$ cat src/rtl/htif_host_master.sv
// Host-side HTIF initiator: turns a one-outstanding command port into csr/mem request-reply
// transactions, sequences the htif reset pulse and times out hung replies.
module htif_host_master #(
  parameter int unsigned XLEN           = 32,
  parameter int unsigned CSR_ADDR_W     = 12,
  parameter int unsigned MEM_ADDR_W     = 32,
  parameter int unsigned RESET_CYCLES   = 16,
  parameter int unsigned TIMEOUT_CYCLES = 1024
) (
  input  logic                  clk_i,
  input  logic                  rst_ni,
  input  logic                  cmd_valid_i,
  output logic                  cmd_ready_o,
  input  logic [1:0]            cmd_op_i,
  input  logic [MEM_ADDR_W-1:0] cmd_addr_i,
  input  logic [XLEN-1:0]       cmd_wdata_i,
  output logic                  rsp_valid_o,
  input  logic                  rsp_ready_i,
  output logic [XLEN-1:0]       rsp_rdata_o,
  output logic                  rsp_err_o,
  output logic                  htif_reset_o,
  output logic                  csr_req_valid_o,
  input  logic                  csr_req_ready_i,
  output logic                  csr_req_rw_o,
  output logic [CSR_ADDR_W-1:0] csr_req_addr_o,
  output logic [XLEN-1:0]       csr_req_data_o,
  input  logic                  csr_rep_valid_i,
  output logic                  csr_rep_ready_o,
  input  logic [XLEN-1:0]       csr_rep_data_i,
  output logic                  mem_req_valid_o,
  input  logic                  mem_req_ready_i,
  output logic                  mem_req_rw_o,
  output logic [MEM_ADDR_W-1:0] mem_req_addr_o,
  output logic [XLEN-1:0]       mem_req_data_o,
  input  logic                  mem_rep_valid_i,
  output logic                  mem_rep_ready_o,
  input  logic [XLEN-1:0]       mem_rep_data_i
);

  localparam int unsigned RstW = (RESET_CYCLES > 1) ? $clog2(RESET_CYCLES) : 1;
  localparam int unsigned TmrW = $clog2(TIMEOUT_CYCLES);

  localparam logic [2:0] StRstHold = 3'd0;
  localparam logic [2:0] StIdle    = 3'd1;
  localparam logic [2:0] StReq     = 3'd2;
  localparam logic [2:0] StWaitRep = 3'd3;
  localparam logic [2:0] StResp    = 3'd4;

  logic [2:0]            state_q, state_d;
  logic [RstW-1:0]       rst_cnt_q, rst_cnt_d;
  logic [TmrW-1:0]       timer_q, timer_d;
  logic [1:0]            op_q, op_d;
  logic [MEM_ADDR_W-1:0] addr_q, addr_d;
  logic [XLEN-1:0]       wdata_q, wdata_d;
  logic [XLEN-1:0]       rdata_q, rdata_d;
  logic                  err_q, err_d;
  logic                  drop_csr_q, drop_csr_d;
  logic                  drop_mem_q, drop_mem_d;
  // Low only while rst is asserted, so reply readies stay 0 during reset itself.
  logic                  live_q;

  logic            sel_mem;
  logic            sel_req_ready;
  logic            sel_rep_valid;
  logic            sel_drop;
  logic [XLEN-1:0] sel_rep_data;

  assign sel_mem       = op_q[1];
  assign sel_req_ready = sel_mem ? mem_req_ready_i : csr_req_ready_i;
  assign sel_rep_valid = sel_mem ? mem_rep_valid_i : csr_rep_valid_i;
  assign sel_drop      = sel_mem ? drop_mem_q : drop_csr_q;
  assign sel_rep_data  = sel_mem ? mem_rep_data_i : csr_rep_data_i;

  always_comb begin
    htif_reset_o    = (state_q == StRstHold);
    cmd_ready_o     = (state_q == StIdle);
    rsp_valid_o     = (state_q == StResp);
    rsp_rdata_o     = rdata_q;
    rsp_err_o       = err_q;
    csr_req_valid_o = (state_q == StReq) && !sel_mem;
    mem_req_valid_o = (state_q == StReq) && sel_mem;
    csr_req_rw_o    = op_q[0];
    mem_req_rw_o    = op_q[0];
    csr_req_addr_o  = addr_q[CSR_ADDR_W-1:0];
    mem_req_addr_o  = addr_q;
    csr_req_data_o  = wdata_q;
    mem_req_data_o  = wdata_q;
    csr_rep_ready_o = ((state_q == StRstHold) && live_q) || (state_q == StIdle) ||
                      (state_q == StWaitRep) || ((state_q == StResp) && sel_mem);
    mem_rep_ready_o = ((state_q == StRstHold) && live_q) || (state_q == StIdle) ||
                      (state_q == StWaitRep) || ((state_q == StResp) && !sel_mem);
  end

  always_comb begin
    state_d   = state_q;
    rst_cnt_d = rst_cnt_q;
    timer_d   = timer_q;
    op_d      = op_q;
    addr_d    = addr_q;
    wdata_d   = wdata_q;
    rdata_d   = rdata_q;
    err_d     = err_q;
    // Any accepted reply settles the reply owed on that channel.
    drop_csr_d = drop_csr_q & ~(csr_rep_valid_i & csr_rep_ready_o);
    drop_mem_d = drop_mem_q & ~(mem_rep_valid_i & mem_rep_ready_o);
    unique case (state_q)
      StRstHold: begin
        if (rst_cnt_q == RstW'(RESET_CYCLES - 1)) state_d = StIdle;
        else rst_cnt_d = rst_cnt_q + 1'b1;
      end
      StIdle: begin
        if (cmd_valid_i) begin
          op_d    = cmd_op_i;
          addr_d  = cmd_addr_i;
          wdata_d = cmd_wdata_i;
          state_d = StReq;
        end
      end
      StReq: begin
        if (sel_req_ready) begin
          timer_d = '0;
          state_d = StWaitRep;
        end
      end
      StWaitRep: begin
        timer_d = timer_q + 1'b1;
        if (sel_rep_valid && !sel_drop) begin
          rdata_d = sel_rep_data;
          err_d   = 1'b0;
          state_d = StResp;
        end else if (timer_q == TmrW'(TIMEOUT_CYCLES - 1)) begin
          rdata_d = '0;
          err_d   = 1'b1;
          state_d = StResp;
          if (sel_mem) drop_mem_d = 1'b1;
          else drop_csr_d = 1'b1;
        end
      end
      StResp: begin
        if (rsp_ready_i) state_d = StIdle;
      end
      default: state_d = StRstHold;
    endcase
  end

  always_ff @(posedge clk_i or negedge rst_ni) begin
    if (!rst_ni) begin
      state_q    <= StRstHold;
      rst_cnt_q  <= '0;
      timer_q    <= '0;
      op_q       <= '0;
      addr_q     <= '0;
      wdata_q    <= '0;
      rdata_q    <= '0;
      err_q      <= 1'b0;
      drop_csr_q <= 1'b0;
      drop_mem_q <= 1'b0;
      live_q     <= 1'b0;
    end else begin
      state_q    <= state_d;
      rst_cnt_q  <= rst_cnt_d;
      timer_q    <= timer_d;
      op_q       <= op_d;
      addr_q     <= addr_d;
      wdata_q    <= wdata_d;
      rdata_q    <= rdata_d;
      err_q      <= err_d;
      drop_csr_q <= drop_csr_d;
      drop_mem_q <= drop_mem_d;
      live_q     <= 1'b1;
    end
  end

endmodule

$ cat config.mk
export PLATFORM = sky130hd
export DESIGN_NAME = htif_host_master
export DESIGN_NICKNAME = d
export VERILOG_FILES = /design/src/rtl/htif_host_master.sv
export SDC_FILE = /design/constraint.sdc
export NUM_CORES = 1
export LEC_CHECK = 0
export CORE_MARGIN = 2
export CORE_UTILIZATION = 30
export CTS_CLUSTER_SIZE = 8
export DETAILED_ROUTE_END_ITERATION = 16
export DONT_BUFFER_PORTS = 1
export PLACE_DENSITY = 0.52
export SLEW_MARGIN = 15
export SYNTH_ARGS = -nofsm -noshare
export SYNTH_HDL_FRONTEND = slang
export SYNTH_SLANG_ARGS = --single-unit
$ cat constraint.sdc
create_clock -name clk_i -period 2.85 [get_ports clk_i]
set_input_delay 0.57 -clock clk_i [delete_from_list [all_inputs] [get_ports clk_i]]
set_output_delay 0.57 -clock clk_i [all_outputs]
set_load 0.01 [all_outputs]
==> impl_metrics.ini, run 1 <==
[drt]
routed_via_density = 4.95
postRouteAntennaNets = 0
first_pass_iters = 4
drt_iter0_markers = 120
vias = 3059
routed_wl_um = 11200
drc = 0
wl_per_cell_um = 18.1

[final_layout]
fillers = 1767
layout-drive-gt1-share_pct = 28.8
syn_to_final_growth_pct = 8.25
n_antenna_cell = 0
stdcell_count = 618
nNetsFinal = 516

[setup_path]
critPathArrivalTime_ns = 1.90
cpPeakStageDelay_ns = 0.66
worstSetupPathType = register to primary output
end_kind = primary output
startpoint_type = register
cp_max_fo = 13
cp_cell_sequence = nor3b_1 -> nand2b_1 -> nand2_1
critPathSlowestCell = nor3b_1
crit_required_ns = 2.28

[clock_tree]
post_cts_buffers = 0
htree_levels = 4
cts_tree = yes
clk_latency_ns = 0.41
clkSinkCount = 119
numCtsBuffers = 17
cts.repair.resized = 0
clk_pin_slew_worst_paths_ns = 0.06
clock-root-buffer = clkbuf_16
clockBufferDepth = 2

[grt]
grt_max_degree = 120
antenna_found_initial = 0
grt-ovfl-total = 0
grt.total_usage_pct = 12.0
grt_pass1_wl_um = 18000
grt_pass1_vias = 3298

[yosys]
yosys_warnings = 0
synth_seq_area_share_pct = 54.9
syn-mean-instance-area_sq_um = 13.0
synth_area_sq_um = 5430
syn_nets = 559
synth-seq-cells = 119
syn_inst = 419
ys_types = 41

[sta]
fin_setup_tns_ns = 0
fin_hold_ws_ns = -0.142
fmaxAchievable_mhz = 405
setup_violations = 0
period_minus_slack_ns = 2.47
fin_crit_sh_pct = 86.6
hold_violations = 119
fin_worst_skew_ns = 0.00867
worstMarginPinSlew_ns = 0.712
finalMaxSlewViolations = 0
relSlewSlack_pct = 52.4
rsz0062_at_grt = false

[run_status]
violations = negative hold slack
status = complete, but fails checks

[power_and_ir_drop]
ir_drop_mv = 0.479
powerDensity_nw_per_um2 = 1290
finalPower_uw = 7580
p_leak_uw = 0.00255

[place]
place.gp.congestion = 0.746
port_buffers = 0
dp_hpwl_um = 7800
dpl.cell_count = 586

[floorplan]
ios = 288
rows = 49
core_area_sq_um = 17800
die_w_um = 139
fp.dieArea_sq_um = 19200
start_util_pct = 30.4
die_height_um = 139

[hold_path]
holdCritPathClass = input port to async pin

[job]
maxCapViolCount = 0
[through the flow]
step	hold WS (ns)	util, %	cell area [sq um]	setup slack [ns]
after floorplan	0.274	-	5430	0.956
after global placement	0.277	29.6	5290	0.873
after detailed placement	0.276	29.6	5290	0.826
after CTS	-0.169	32.9	5880	0.375
after global routing	-0.177	32.9	5880	0.268
final	-0.142	32.9	5880	0.381
[state kept, by name, summed over array words and instances, names as in the netlist, 2 cells and up]
register        flops
rst_cnt_q           4
op_q                2
state_q             3
mem_req_addr_o     32
rsp_rdata_o        32
csr_req_data_o     32
timer_q            10
[worst paths after layout]
| check | from | end | slack (ns) | cells after the start |
|---|---|---|---|---|
| max reg2reg | state_q[0]$_DFFE_PN0P_ | rsp_rdata_o[17]$_DFFE_PN0P_ | 1.00 | 5 |
| min reg2reg | timer_q[9]$_DFFE_PN0P_ | timer_q[9]$_DFFE_PN0P_ | 0.47 | 1 |
| max | state_q[0]$_DFFE_PN0P_ | mem_rep_ready_o | 0.38 | 3 |
| min in group clk_i | cmd_wdata_i[10] | csr_req_data_o[10]$_DFFE_PN0P_ | 0.31 | 1 |
| max in group asynchronous | rst_ni | op_q[1]$_DFFE_PN0P_ | 2.74 | 0 |
| min | rst_ni | csr_req_data_o[14]$_DFFE_PN0P_ | -0.14 | 0 |
[per-layer routing]
| layer | up-vias | GRT usage [%] | share of wire, % |
|---|---|---|---|
| li1 | 1364 | - | - |
| met1 | 1554 | 13.5 | 40 |
| met2 | 132 | 20.7 | 53 |
| met3 | 9 | 4.30 | 6.1 |
| met4 | 0 | 4.62 | 1.4 |
| met5 | - | 0 | 0 |
[Yosys cell counts]
master,count,area share (%)
nor3_1,2,0.18
o21ai_1,1,0.092
mux2i_1,36,6.6
ha_1,2,0.46
a21oi_1,4,0.37
nand2b_1,2,0.23
a31oi_1,1,0.12
o2bb2ai_1,32,5.2
nand4_1,2,0.23
mux2_2,67,14
buf_2,5,0.46
o21ai_2,1,0.16
dfrtp_1,119,55
a21boi_0,3,0.41
conb_1,1,0.069
nor4_1,1,0.12
nor2_1,8,0.55
o21a_1,2,0.28
nand3_1,7,0.65
nor4_4,1,0.39
o21bai_1,1,0.14
buf_4,55,7.6
or4_1,1,0.14
clkbuf_1,4,0.28
nand2_1,26,1.8
o21ai_0,7,0.65
or3_1,1,0.12
inv_1,4,0.28
nand3b_4,1,0.37
o41ai_1,1,0.16
a311oi_1,1,0.16
nand4_2,1,0.23
and3_1,4,0.46
and3b_1,2,0.32
and2_1,1,0.12
nor2b_1,2,0.23
buf_1,1,0.069
o221ai_1,1,0.16
nor3b_1,2,0.28
xnor2_1,3,0.48
buf_6,3,0.62
[layout make-up]
cell class                      instances  area (sq um)  area share (%)
Multi-Input combinational cell        228          1950            33.2
Clock inverter                         14           150            2.56
Inverter                                4          15.0           0.256
Sequential cell                       119          2980            50.7
Clock buffer                           18           439            7.47
Timing Repair Buffer                    6          57.6           0.980
Tap cell                              229           287            4.88
[cell families (layout without fill, tap and decap cells)]
family / count (synthesis) / in the layout / synth area share, %
flip-flops: 119 / 119 / 54.9
other: 1 / 1 / 0.0691
AND/OR/NAND/NOR: 64 / 64 / 6.41
buffers and inverters: 72 / 42 / 9.31
AO/OA/AOI/OAI: 55 / 55 / 7.86
adder cells (fa/ha/maj): 2 / 2 / 0.461
multiplexers: 103 / 103 / 20.5
XOR/XNOR: 3 / 3 / 0.484
[report_power, final]
group,switching (uW),total (uW),internal [uW]
sequential,1230,3700,2460
clock,803,2120,1310
combinational,788,1770,980
total,2820,7580,4760
[cell usage in the layout, fill, tap and decap left out, types with 3 or more instances in the layout]
cell type	synthesis	layout
dfrtp_1	119	118
mux2_2	67	67
mux2i_1	36	36
o2bb2ai_1	32	32
nand2_1	26	26
clkbuf_16	0	17
nor2_1	8	8
nand3_1	7	7
o21ai_0	7	7
buf_4	55	5
inv_1	4	4
a21oi_1	4	4
clkinv_4	0	4
and3_1	4	3
a21boi_0	3	3
xnor2_1	3	3
clkinv_2	0	3
clkinvlp_4	0	3
[worst max-delay path, delay by kind of cell, from the launching register on]
kind / cells / cell delay, ns
DFF: 1 / 0.52
and+or+nand+nor: 3 / 0.97
(Power assumes the default switching activity.)
==> run 2, diff against run 1 <==
--- a/config.mk
+++ b/config.mk
@@ -7,10 +7,12 @@
 export LEC_CHECK = 0
 export CORE_MARGIN = 2
 export CORE_UTILIZATION = 30
+export CTS_CLUSTER_DIAMETER = 50
 export CTS_CLUSTER_SIZE = 8
 export DETAILED_ROUTE_END_ITERATION = 16
 export DONT_BUFFER_PORTS = 1
 export PLACE_DENSITY = 0.52
+export RECOVER_POWER = 100
 export SLEW_MARGIN = 15
 export SYNTH_ARGS = -nofsm -noshare
 export SYNTH_HDL_FRONTEND = slang
==> run 2 against run 1 <==
  * The run still ends with negative hold slack left
  * Cell count unchanged
  * Worst hold slack is essentially flat
  * Clock-buffer cell count did not move
  * Critical path type unchanged
  * Largest power group unchanged
  * Highest routed layer unchanged
==> impl_metrics.ini, run 2 (synthesized netlist as in run 1, its figures left out) <==
[run_status]
status = complete, but fails checks
violations = negative hold slack

[setup_path]
end_kind = primary output
worstSetupPathType = register to primary output
critPathArrivalTime_ns = 1.90
crit_required_ns = 2.28
cp_max_fo = 13
startpoint_type = register

[clock_tree]
clock-root-buffer = clkbuf_16
clkSinkCount = 119
htree_levels = 4
numCtsBuffers = 17
cts_tree = yes
clockBufferDepth = 2
cts.repair.resized = 0
clk_latency_ns = 0.41
clk_pin_slew_worst_paths_ns = 0.06

[power_and_ir_drop]
ir_drop_mv = 0.480
p_clk_share_pct = 28.0
swShare_pct = 37.3
p_leak_uw = 0.00254
powerDensity_nw_per_um2 = 1290
pwr-share-seq_pct = 48.9
p_switching_uw = 2820
pwr-share-comb_pct = 23.1
intPower_uw = 4740

[grt]
grt_max_degree = 120
antenna_found_initial = 0
grt.total_usage_pct = 12.0
grt-ovfl-total = 0
grt_pass1_wl_um = 18000
grt_pass1_vias = 3298

[place]
port_buffers = 0
dpl.cell_count = 586
dp_hpwl_um = 7800
place.gp.congestion = 0.746

[hold_path]
holdCritPathClass = input port to async pin

[sta]
worstMarginPinSlew_ns = 0.919
relSlewSlack_pct = 38.8
period_minus_slack_ns = 2.47
fin_hold_ws_ns = -0.142
fin_setup_tns_ns = 0
setup_violations = 0
fin_crit_sh_pct = 86.6
rsz0062_at_grt = false
fin_worst_skew_ns = 0.00866
finalMaxSlewViolations = 0
fmaxAchievable_mhz = 405
hold_violations = 119

[floorplan]
fp.dieArea_sq_um = 19200
die_height_um = 139
rows = 49
start_util_pct = 30.4
core_area_sq_um = 17800
die_w_um = 139
ios = 288

[drt]
drc = 0
vias = 3067
first_pass_iters = 4
postRouteAntennaNets = 0
routed_wl_um = 11200
wl_per_cell_um = 18.1
drt_iter0_markers = 120
routed_via_density = 4.96

[final_layout]
stdcell_count = 618
layout-drive-gt1-share_pct = 28.3
fillers = 1770
n_antenna_cell = 0
syn_to_final_growth_pct = 7.79
final_common_cell = dfrtp_1
nNetsFinal = 516
final_cell_mix = 118 x dfrtp_1, 67 x mux2_2, 36 x mux2i_1

[job]
maxCapViolCount = 0
[run 2: cell count changes in the layout (fill, tap and decap cells not counted), sizes merged]
cell	delta
buf	-4
clkbuf	+4
[run 2: cell type report]
type / count / area [sq um] / share of cell area, %
Timing Repair Buffer: 6 / 36.3 / 0.620
Tap cell: 229 / 287 / 4.90
Clock buffer: 18 / 439 / 7.51
Inverter: 4 / 15.0 / 0.257
Clock inverter: 14 / 150 / 2.57
Sequential cell: 119 / 2980 / 50.9
Multi-Input combinational cell: 228 / 1940 / 33.2
[run 2: power by group through the flow]
| stage | clock [uW] | combinational (uW) | sequential (uW) |
|---|---|---|---|
| 2_1_floorplan | 0 | 2270 | 3250 |
| 3_5_place_dp | 0 | 1820 | 3720 |
| 6_report | 2120 | 1740 | 3700 |
| 4_1_cts | 2190 | 1810 | 3710 |
| 3_3_place_gp | 0 | 1730 | 3720 |
| 5_1_grt | 2280 | 1950 | 3800 |
[run 2: what timing repair did]
| item | 4_1_cts | 5_1_grt |
|---|---|---|
| setup buffers | 0 | 0 |
| endpoints found under the setup margin | 0 | 0 |
| endpoints found under the hold margin | 119 | 119 |
[run 2: worst max-delay path, cell delays in order (launching register included)]
cell and delay, ns:
dfrtp_1 0.52, nor3b_1 0.66, nand2b_1 0.16, nand2_1 0.15
[run 2: metal layers]
metal | share of wire [%] | vias to the layer above | wire length (um) | global-route usage, %
met5 | 0 | - | 0 | 0
met4 | 1.3 | 0 | 146 | 4.62
met3 | 6.1 | 9 | 686 | 4.30
met2 | 53 | 132 | 5940 | 20.7
met1 | 40 | 1561 | 4440 | 13.5
li1 | - | 1365 | - | -
[run 2: final timing paths]
check | start | to | slack (ns) | cells past startpoint
setup / recovery | state_q[0]$_DFFE_PN0P_ | mem_rep_ready_o | 0.38 | 3
setup reg to reg | state_q[0]$_DFFE_PN0P_ | rsp_rdata_o[17]$_DFFE_PN0P_ | 0.62 | 5
hold / removal | rst_ni | csr_req_data_o[14]$_DFFE_PN0P_ | -0.14 | 0
max in group asynchronous | rst_ni | op_q[1]$_DFFE_PN0P_ | 2.74 | 0
hold reg to reg | timer_q[9]$_DFFE_PN0P_ | timer_q[9]$_DFFE_PN0P_ | 0.47 | 1
min in group clk_i | cmd_wdata_i[10] | csr_req_data_o[10]$_DFFE_PN0P_ | 0.31 | 1
[run 2: stage by stage]
stage | power (uW) | utilization (%) | hold slack, ns | area, sq um | worst slack, ns
after floorplan | 5520 | - | 0.274 | 5430 | 0.956
after CTS | 7710 | 32.9 | -0.169 | 5880 | 0.375
after global routing | 8040 | 32.8 | -0.177 | 5850 | 0.268
final | 7560 | 32.8 | -0.142 | 5850 | 0.381
after detailed placement | 5540 | 29.6 | 0.276 | 5290 | 0.826
after global placement | 5450 | 29.6 | 0.277 | 5290 | 0.873
